==> config.mk <==
export PLATFORM = sky130hd
export DESIGN_NAME = seq_chunk_adder
export DESIGN_NICKNAME = d
export VERILOG_FILES = /design/src/rtl/seq_chunk_adder.sv
export SDC_FILE = /design/constraint.sdc
export NUM_CORES = 1
export LEC_CHECK = 0
export CORE_MARGIN = 4
export CORE_UTILIZATION = 50
export CTS_CLUSTER_SIZE = 25
export DETAILED_ROUTE_END_ITERATION = 16
export GPL_ROUTABILITY_DRIVEN = 0
export GPL_TIMING_DRIVEN = 1
export MAX_ROUTING_LAYER = met4
export PLACE_DENSITY = 0.86
export SYNTH_ARGS = -nofsm -noshare
export SYNTH_HDL_FRONTEND = slang
export SYNTH_SLANG_ARGS = --single-unit
==> constraint.sdc <==
create_clock -name clk -period 3.5 [get_ports clk]
set_clock_uncertainty 0.05 [all_clocks]
set_input_delay 0.525 -clock clk [delete_from_list [all_inputs] [get_ports clk]]
set_output_delay 0.525 -clock clk [all_outputs]
set_load 0.05 [all_outputs]
==> src/rtl/seq_chunk_adder.sv <==
// Multi-cycle WIDTH-bit adder: one CHUNK-bit slice per clock, registered carry.
// Define ADD_SUB_EN to add a 'sub' port that computes a - b (a + ~b + 1).
module seq_chunk_adder #(
    parameter int WIDTH = 16,
    parameter int CHUNK = 4
) (
    input  logic             clk,
    input  logic             rst,
    input  logic             in_valid,
    output logic             in_ready,
    input  logic [WIDTH-1:0] a,
    input  logic [WIDTH-1:0] b,
    input  logic             cin,
`ifdef ADD_SUB_EN
    input  logic             sub,
`endif
    output logic             out_valid,
    input  logic             out_ready,
    output logic [WIDTH-1:0] sum,
    output logic             cout
);

    localparam int SAFE_CHUNK = (CHUNK > 0) ? CHUNK : 1;
    localparam int N          = WIDTH / SAFE_CHUNK;
    localparam int IW         = (N > 1) ? $clog2(N) : 1;

    generate
        if (CHUNK < 1 || WIDTH < 1 || (WIDTH % SAFE_CHUNK) != 0) begin : g_bad_cfg
            $error("seq_chunk_adder: WIDTH must be a positive multiple of CHUNK");
        end
    endgenerate

    typedef enum logic [1:0] {
        IDLE,
        RUN,
        DONE
    } state_t;

    state_t          state;
    logic [IW-1:0]   idx;
    logic            carry;
    logic [WIDTH-1:0] a_q;
    logic [WIDTH-1:0] b_q;

    logic [CHUNK-1:0] ca;
    logic [CHUNK-1:0] cb;
    logic [CHUNK-1:0] s;
    logic             c;

    // The only adder in the block: one CHUNK-bit slice plus the carry register.
    assign ca = a_q[idx*CHUNK +: CHUNK];
    assign cb = b_q[idx*CHUNK +: CHUNK];
    assign {c, s} = {1'b0, ca} + {1'b0, cb} + {{CHUNK{1'b0}}, carry};

    always_ff @(posedge clk or posedge rst) begin
        if (rst) begin
            state     <= IDLE;
            idx       <= '0;
            carry     <= 1'b0;
            a_q       <= '0;
            b_q       <= '0;
            sum       <= '0;
            cout      <= 1'b0;
            out_valid <= 1'b0;
            in_ready  <= 1'b1;
        end else begin
            unique case (state)
                IDLE: begin
                    if (in_valid && in_ready) begin
                        a_q      <= a;
`ifdef ADD_SUB_EN
                        b_q      <= sub ? ~b : b;
                        carry    <= sub | cin;
`else
                        b_q      <= b;
                        carry    <= cin;
`endif
                        idx      <= '0;
                        in_ready <= 1'b0;
                        state    <= RUN;
                    end
                end
                RUN: begin
                    sum[idx*CHUNK +: CHUNK] <= s;
                    carry <= c;
                    idx   <= idx + 1'b1;
                    if (idx == IW'(N - 1)) begin
                        cout      <= c;
                        out_valid <= 1'b1;
                        state     <= DONE;
                    end
                end
                DONE: begin
                    // Result held until taken; in_ready reopens on the next cycle.
                    if (out_ready) begin
                        out_valid <= 1'b0;
                        in_ready  <= 1'b1;
                        state     <= IDLE;
                    end
                end
                default: state <= IDLE;
            endcase
        end
    end

endmodule

# Word level (Yosys, flattened, before mapping)
# Cells that the tools add are included.
# op_classes
addsub	4
mul	0
div	0
n_lt_le_gt_ge	0
eq_ne	6
shift	4
muxes	15
bitwise_logic	0
n_reduce_logical	11
# ops
op	n
negator 4 -> 34 bit	1
variable shift 4 x 34 -> 16 bit (first input constant)	1
variable part select 4 x 34 -> 16 bit	1
variable part select 16 x 5 -> 4 bit	2
bitwise mux 16 bit	1
AND reduction 3 bit	3
two-way mux 2 bit	4
inequality test 2 bit (second input constant)	3
one-hot mux 1 bit (2 select lines)	3
one-hot mux 2 bit (3 select lines)	1
AND reduction 2 bit	3
nonzero test 2 bit	3
adder 4 x 4 -> 5 bit	1
adder 5 x 1 -> 5 bit	1
two-way mux 1 bit	5
equality test 2 bit (second input constant)	2
one-hot mux 2 bit (2 select lines)	1
adder 2 x 1 -> 2 bit (second input constant)	1
equality test 2 x 1 -> 1 bit (second input constant)	1
zero test 2 bit	1
logical AND 1 bit	1
# totals
reg_bits	56
latchBits	0
mem_bits_rw	0
romBits	0
wordCells	49
memories	0

# Longest topological paths before layout
# Gate-level depths: netlist of run 1.
# depth
depth_word	5
mapped_depth	10
mapped_depth_nobuf	8

# Worst setup path after synthesis of run 1
# No wires, ideal clock.
# synth_path
kind	register -> register
startpoint	reg idx[0]
endpoint	reg sum[1]
setup_ns	0.095
arrival_time_ns	2.488
required_time_ns	3.355
setup_slack_ns	0.866
stages_incl_launch_ff	8
path_buffers	2
path_cell_list	dfrtp_1 buf_2 buf_2 mux4_2 fa_1 inv_1 fa_1 o31ai_1
# synth_via
elab_chain_len	5
elab_cells_between_ends	8
cone_classes	3 x add/sub; 4 x shift; 1 x mux
# synth_lines
item	line	source
start: declaration	40	logic [IW-1:0] idx;
start signal: assignment	86	idx <= idx + 1'b1;
variable part select 16 x 5 -> 4 bit (on tied branches)	51, 52	
adder 4 x 4 -> 5 bit	53	assign {c, s} = {1'b0, ca} + {1'b0, cb} + {{CHUNK{1'b0}}, carry};
adder 5 x 1 -> 5 bit	53	
variable part select 4 x 34 -> 16 bit	84	sum[idx*CHUNK +: CHUNK] <= s;
bitwise mux 16 bit (*)	84	
end signal: indexed assignment	84	
end: declaration	19	output logic [WIDTH-1:0] sum,
# Mark *: on every way between the ends. The rest lies on a longest branch, timed or not.
# A chain may end at the register's enable or synchronous reset.

# Final worst setup path of run 1
# layout_path
startpoint	reg idx[0]
endpoint	reg cout
# layout_via
elab_chain_len	3
elab_cells_between_ends	6
cone_classes	2 x add/sub; 1 x eq/ne; 2 x shift; 1 x reduce/logical
# layout_lines
item	line	source
variable part select 16 x 5 -> 4 bit (on tied branches)	51, 52	
adder 4 x 4 -> 5 bit	53	
adder 5 x 1 -> 5 bit	53	
end signal: assignment	63	cout <= 1'b0;
end signal: assignment	88	cout <= c;
end: declaration	20	output logic cout
# Parallel ways exist; a longest one is shown, timed or not.

==> results.yml, run 1 <==
finish:
  drive_gt1_share_pct: 21.95
  diodes: 0
  fin_nets: 293
  final_util_pct: 67.74
  area_delta_synth_final_pct: 27.74
  final_cell_mix: "dfrtp_1 (55), clkdlybuf4s50_1 (55), mux2_2 (32), nand2_1 (14)"
  final_area_mm2: 0.003284
sta:
  setup_viol: 0
  rsz0062_at_grt: "no"
  maxSlewViolCount: 0
  hold_viol: 0
  final.period_utilization_pct: 77.26
  max_slew_margin_pct: 25.92
  tightest_slew_ns: 1.111
  fmax_mhz: 369.8
  fin_tns_setup_ns: 0
  min_period_ns: 2.704
yosys:
  synth_top_family_by_area: "multiplexers"
  synth_cell_types: 33
  yosys.area_share.simple_pct: 6.083
  synth_fa_ha_area_share_pct: 5.937
  synth_xor_xnor_area_share_pct: 0.6813
  synth-seq-cells: 56
  syn_inst: 189
  netlist_top_cells_area: "dfrtp_1 (54%), mux2_2 (14%), mux4_2 (7.0%)"
  syn_area_mm2: 0.002571
  synth_top_area_share_pct: 53.53
  ys_warn_count: 0
  avgSynthCellArea_um2: 13.60
  synth-compound-area-share_pct: 8.662
  synth-seq-area-share_pct: 54.55
  syn_nets: 237
  synth_mux_area_share_pct: 21.02
  synth_top_area_cell: "dfrtp_1"
power:
  seqPwrFrac_pct: 39.6
  clkPwrFrac_pct: 13.2
  p_int_uw: 1644
  netSwitchingFraction_pct: 39.27
  leakage_uw: 0.001450
  p_per_area_mw_per_mm2: 823.9
  pwr-share-comb_pct: 47.1
  p_switching_uw: 1063
  ir_drop_v: 0.0003700
cts:
  clkTransAtPathRegs_ns: 0.10
  postCtsSetupRepairBufs: 0
  clk_latency_ns: 0.30
  cts_hold_buffers: 0
  clk_path_buf_depth: 2
  cts.sinks: 56
  cts_repair_resize_count: 0
  cts_inserted_buffers: 5
  cts_tree: "done"
  cts_root_buf: "clkbuf_8"
  cts_max_level: 2
floorplan:
  start_util_pct: 53.03
  die_y_um: 79.71
  core_mm2: 0.004848
  dieArea_mm2: 0.006354
  ioPinCount: 56
  fp.dieW_um: 79.71
  rows: 25
run_status:
  outcome: "complete, no violations"
worst_setup_path:
  cp_data_required_time_ns: 3.62
  cp_data_arrival_time_ns: 2.82
  end_kind: "register"
  reg2regPathDepth: 8
  start_kind: "register"
  path_max_fanout: 14
  setup.worst_path.class: "register to register"
routing:
  vias_per_cell: 5.342
  firstDrtPassIters: 4
  drc: 0
  drt_iter0_drc: 118
  ant_nets: 0
  vias: 1672
  drt_wl_total_um: 4768
  routedWlPerCell_um: 15.23
grt:
  grt_max_degree: 57
  antenna_found_initial: 0
  grt_pass1_vias: 1701
  track_usage_pct: 17.05
  grt.overflow.total: 0
  grt_pass1_wl_um: 8038
job:
  maxCapViolations: 0
worst_hold_path:
  whs_path_depth: 2
  holdCritPathClass: "register to register"
place:
  port_buffers: 55
  dpl_cell_area_mm2: 0.003191
  hpwlAfterDp_um: 3591
==> worst max-delay path, cell delays in order (launching register included) <==
cell and delay (ns):
dfrtp_1 0.67, mux4_2 0.59, fa_1 0.43, inv_1 0.08, fa_1 0.19, inv_1 0.05
a21o_1 0.16, a21oi_1 0.22, a31oi_1 0.12
==> cells by family after synthesis <==
kind of cell	after synthesis
DFF	56
muxes	40
adders and majority gates	11
xor gates and xnor gates	2
AOI/OAI and AO/OA	33
buffers and inverters	17
and+or+nand+nor	30
==> layout make-up <==
type                    count  area, um2
inverters                   9      33.78
multi-input cells         116       1105
clock buffers               7      86.33
well taps                  67      83.83
flip-flops and latches     56       1403
fillers                   361       1564
clock inverters             1      7.507
repair buffers             57      565.5
==> final timing paths <==
path | startpoint | slack, ns | endpoint
max in group asynchronous | rst | 1.95 | idx[0]
hold / removal | sum[6] | 0.43 | sum[6]
setup / recovery | idx[0] | 0.80 | cout
hold reg to reg | sum[6] | 0.43 | sum[6]
setup reg to reg | idx[0] | 0.80 | cout
min in group asynchronous | rst | 0.75 | b_q[0]
==> cell usage after synthesis <==
library cell and number:
nand2b_1 1, o31ai_1 5, nor2_1 6, nand2_2 1, a22oi_1 1, dfstp_2 1, or4b_1 1, clkbuf_1 1
o21bai_1 1, buf_6 1, xor2_1 1, and2b_1 1, o21ai_1 4, nor4b_1 1, nor4bb_1 1, nand2_1 14
a21o_1 2, nand3b_1 1, mux2_2 32, o21ai_0 4, ha_1 9, nand2_4 1, inv_1 9, nor4_1 1
fa_1 2, xnor2_1 1, buf_2 6, a31oi_1 1, mux4_2 8, a22o_1 9, a21oi_1 6, or4_1 1
dfrtp_1 55
==> state kept, by name (all words and copies together) (netlist names) <==
register	flops
in_ready	1
idx	2
state	2
sum	16
b_q	16
out_valid	1
a_q	16
carry	1
cout	1
==> metal layers <==
| layer | share of wire [%] | up-vias | track usage, % |
|---|---|---|---|
| li1 | - | 794 | - |
| met1 | 43 | 814 | 20.58 |
| met2 | 50 | 54 | 28.46 |
| met3 | 4.7 | 10 | 3.499 |
| met4 | 2.0 | 0 | 6.186 |
| met5 | 0 | - | - |
==> stage by stage <==
stage | total power, uW | worst slack (ns) | std cells | hold WS, ns
after global placement | 2310 | 0.8826 | 305 | 0.4142
final | 2706 | 0.7958 | 313 | 0.4338
after global routing | 2890 | 0.6296 | 313 | 0.4709
after CTS | 2732 | 0.7813 | 313 | 0.4387
after floorplan | 1995 | 0.8663 | 189 | 0.4251
after detailed placement | 2366 | 0.7961 | 305 | 0.4159
==> power by group through the flow <==
stage	clock [uW]	combinational (uW)	sequential, uW
floorplan	0	832	1160
global placement	0	1230	1080
detailed placement	0	1270	1090
CTS	366	1290	1080
global route	390	1390	1110
finish	358	1280	1070
Power figures use the tool's default switching activity.
==> run 2: changes to the inputs <==
- CORE_UTILIZATION: 50 -> 45
- PLACE_DENSITY: 0.86 -> 0.82
- clock period: 3.5 -> 2.2 ns (I/O delays scaled with it)
==> run 2 against run 1 <==
The flow now finishes with violations (negative setup slack). Final cell count up 4.5%. Sequential share of layout area down 2.2 points. Hold slack worse by 0.20 ns. Critical path depth down 1. Via count up 1.2%. Utilization down 5.2 points. Non-clock buffer count up 9. Global-route usage down 1.5 points. Combinational power up 100%. Maximum frequency up 21%. Sequential cell count unchanged. Sequential power up 56%. Highest routed layer unchanged.
==> results.yml, run 2 (same netlist as run 1, synthesis figures left out) <==
run_status:
  outcome: "complete, but fails checks"
  violations: "negative setup slack"
cts:
  cts_max_level: 2
  cts_root_buf: "clkbuf_8"
  cts_tree: "done"
  cts.sinks: 56
  cts_inserted_buffers: 5
  cts_hold_buffers: 0
  clk_path_buf_depth: 2
  clkTransAtPathRegs_ns: 0.10
  clk_latency_ns: 0.31
routing:
  ant_nets: 0
  drt_iter0_drc: 95
  drt_wl_total_um: 5040
  routedWlPerCell_um: 15.41
  vias: 1692
  firstDrtPassIters: 4
  drc: 0
  vias_per_cell: 5.174
worst_setup_path:
  crit_start: "idx[0]"
  crit_chain: "mux4_2, fa_2, inv_2, fa_2, buf_4, xor2_4, o31ai_2"
  rr_startpoint: "idx[0]"
  worst_path_largest_cell_delay_ns: 0.54
  start_kind: "register"
  cpMaxStageDelayCell: "mux4_2"
  cp-endpoint: "sum[2]"
  path_depth: 7
  reg2regPathDepth: 7
  cp_data_arrival_time_ns: 2.38
  setup.worst_path.class: "register to register"
  path_max_fanout: 5
  end_kind: "register"
  cpMostUsedCell: "fa_2"
  crit_buf_inv: 2
  cp_data_required_time_ns: 2.35
  cpLargestDelayFamily: "adder cells"
  r2r_end: "sum[2]"
  reg2reg_slack_ns: -0.03
finish:
  final_util_pct: 62.58
  final_cell_mix: "clkdlybuf4s50_1 (55), dfrtp_1 (54), mux2_2 (32), nand2_1 (14), a22o_1 (9)"
  fin_nets: 302
  drive_gt1_share_pct: 30.20
  final_cells: 327
  diodes: 0
  top_regs: "a_q x16, b_q x16, sum x16"
  area_delta_synth_final_pct: 34.84
  final_common_cell: "clkdlybuf4s50_1"
grt:
  grt_max_degree: 37
  grt_pass1_vias: 1814
  grt.overflow.total: 0
  track_usage_pct: 15.54
  antenna_found_initial: 0
  grt_pass1_wl_um: 8569
power:
  ir_drop_v: 0.0006277
  leakage_uw: 0.001511
  p_per_area_mw_per_mm2: 1388
  clkPwrFrac_pct: 12.0
  seqPwrFrac_pct: 34.7
  pwr-share-comb_pct: 53.3
  netSwitchingFraction_pct: 39.73
  total_power_uw: 4812
  p_int_uw: 2900
  p_switching_uw: 1912
floorplan:
  fp.dieW_um: 83.59
  rows: 27
  dieArea_mm2: 0.006987
  start_util_pct: 46.41
  die_y_um: 83.59
  ioPinCount: 56
  core_mm2: 0.005540
sta:
  final.period_utilization_pct: 101.2
  rsz0062_at_grt: "yes"
  min_period_ns: 2.227
  max_slew_margin_pct: 66.27
  fin_tns_setup_ns: -0.1424
  setup_viol: 9
  tightest_slew_ns: 0.5043
  layout_setup_ws_ns: -0.02666
  maxSlewViolCount: 0
  fmax_mhz: 449.1
  hold_viol: 0
job:
  maxCapViolations: 0
place:
  dp_cells: 316
  port_buffers: 55
  preCtsSetupSlack_ns: -0.1886
  hpwlAfterDp_um: 3847
worst_hold_path:
  holdCritPathClass: "input pin to async pin"
-- run 2: what timing repair did --
action / 4_1_cts / 5_1_grt
endpoints found under the setup margin: 14 / 14
buffers inserted: 3 / 1
pin swaps: 9 / 7
gates resized for setup: 6 / 4
endpoints found under the hold margin: 0 / 0
-- run 2: how the worst min path moves through the flow --
| stage | start | endpoint | slack (ns) | cells past startpoint |
|---|---|---|---|---|
| 2_1_floorplan | a_q[8] | a_q[8] | 0.43 | 1 |
| 3_3_place_gp | sum[5] | sum[5] | 0.42 | 2 |
| 3_5_place_dp | sum[2] | sum[2] | 0.42 | 2 |
| 4_1_cts | rst | sum[1] | 0.24 | 2 |
| 5_1_grt | rst | sum[1] | 0.28 | 2 |
| 6_report | rst | sum[0] | 0.23 | 2 |
-- run 2: worst reg2reg max path, cell delays in order (launching register included) --
cell	delay [ns]
dfrtp_2	0.44
mux4_2	0.54
fa_2	0.39
inv_2	0.06
fa_2	0.20
buf_4	0.14
xor2_4	0.21
o31ai_2	0.10
-- run 2: final cells by class --
type | instances | area, um2
multi-input combinational | 116 | 1184
clock inverter | 1 | 7.507
tap | 72 | 90.09
fill | 459 | 2073
sequential | 56 | 1404
inverter | 9 | 33.78
timing repair buffer | 66 | 661.9
clock buffer | 7 | 86.33
-- run 2: power groups by stage --
stage	Combinational, uW	Sequential, uW	Clock [uW]
2_1_floorplan	1460	1850	0
3_3_place_gp	2270	1680	0
3_5_place_dp	2330	1700	0
4_1_cts	2500	1680	598
5_1_grt	2770	1720	635
6_report	2570	1670	577
-- run 2: metrics by stage --
stage | hold WS (ns) | cell area, um2
6_report | 0.2339 | 3467
4_1_cts | 0.2441 | 3438
3_5_place_dp | 0.4190 | 3287
3_3_place_gp | 0.4169 | 3287
5_1_grt | 0.2838 | 3467
2_1_floorplan | 0.4251 | 2608
-- run 2: metal layers --
metal  track usage [%]  routed length, um  vias to the layer above
met3             3.159                239                        7
met1             18.43               2088                      828
li1                  -                  -                      815
met4             5.702                 60                        0
met5                 -                  0                        -
met2             26.25               2652                       42
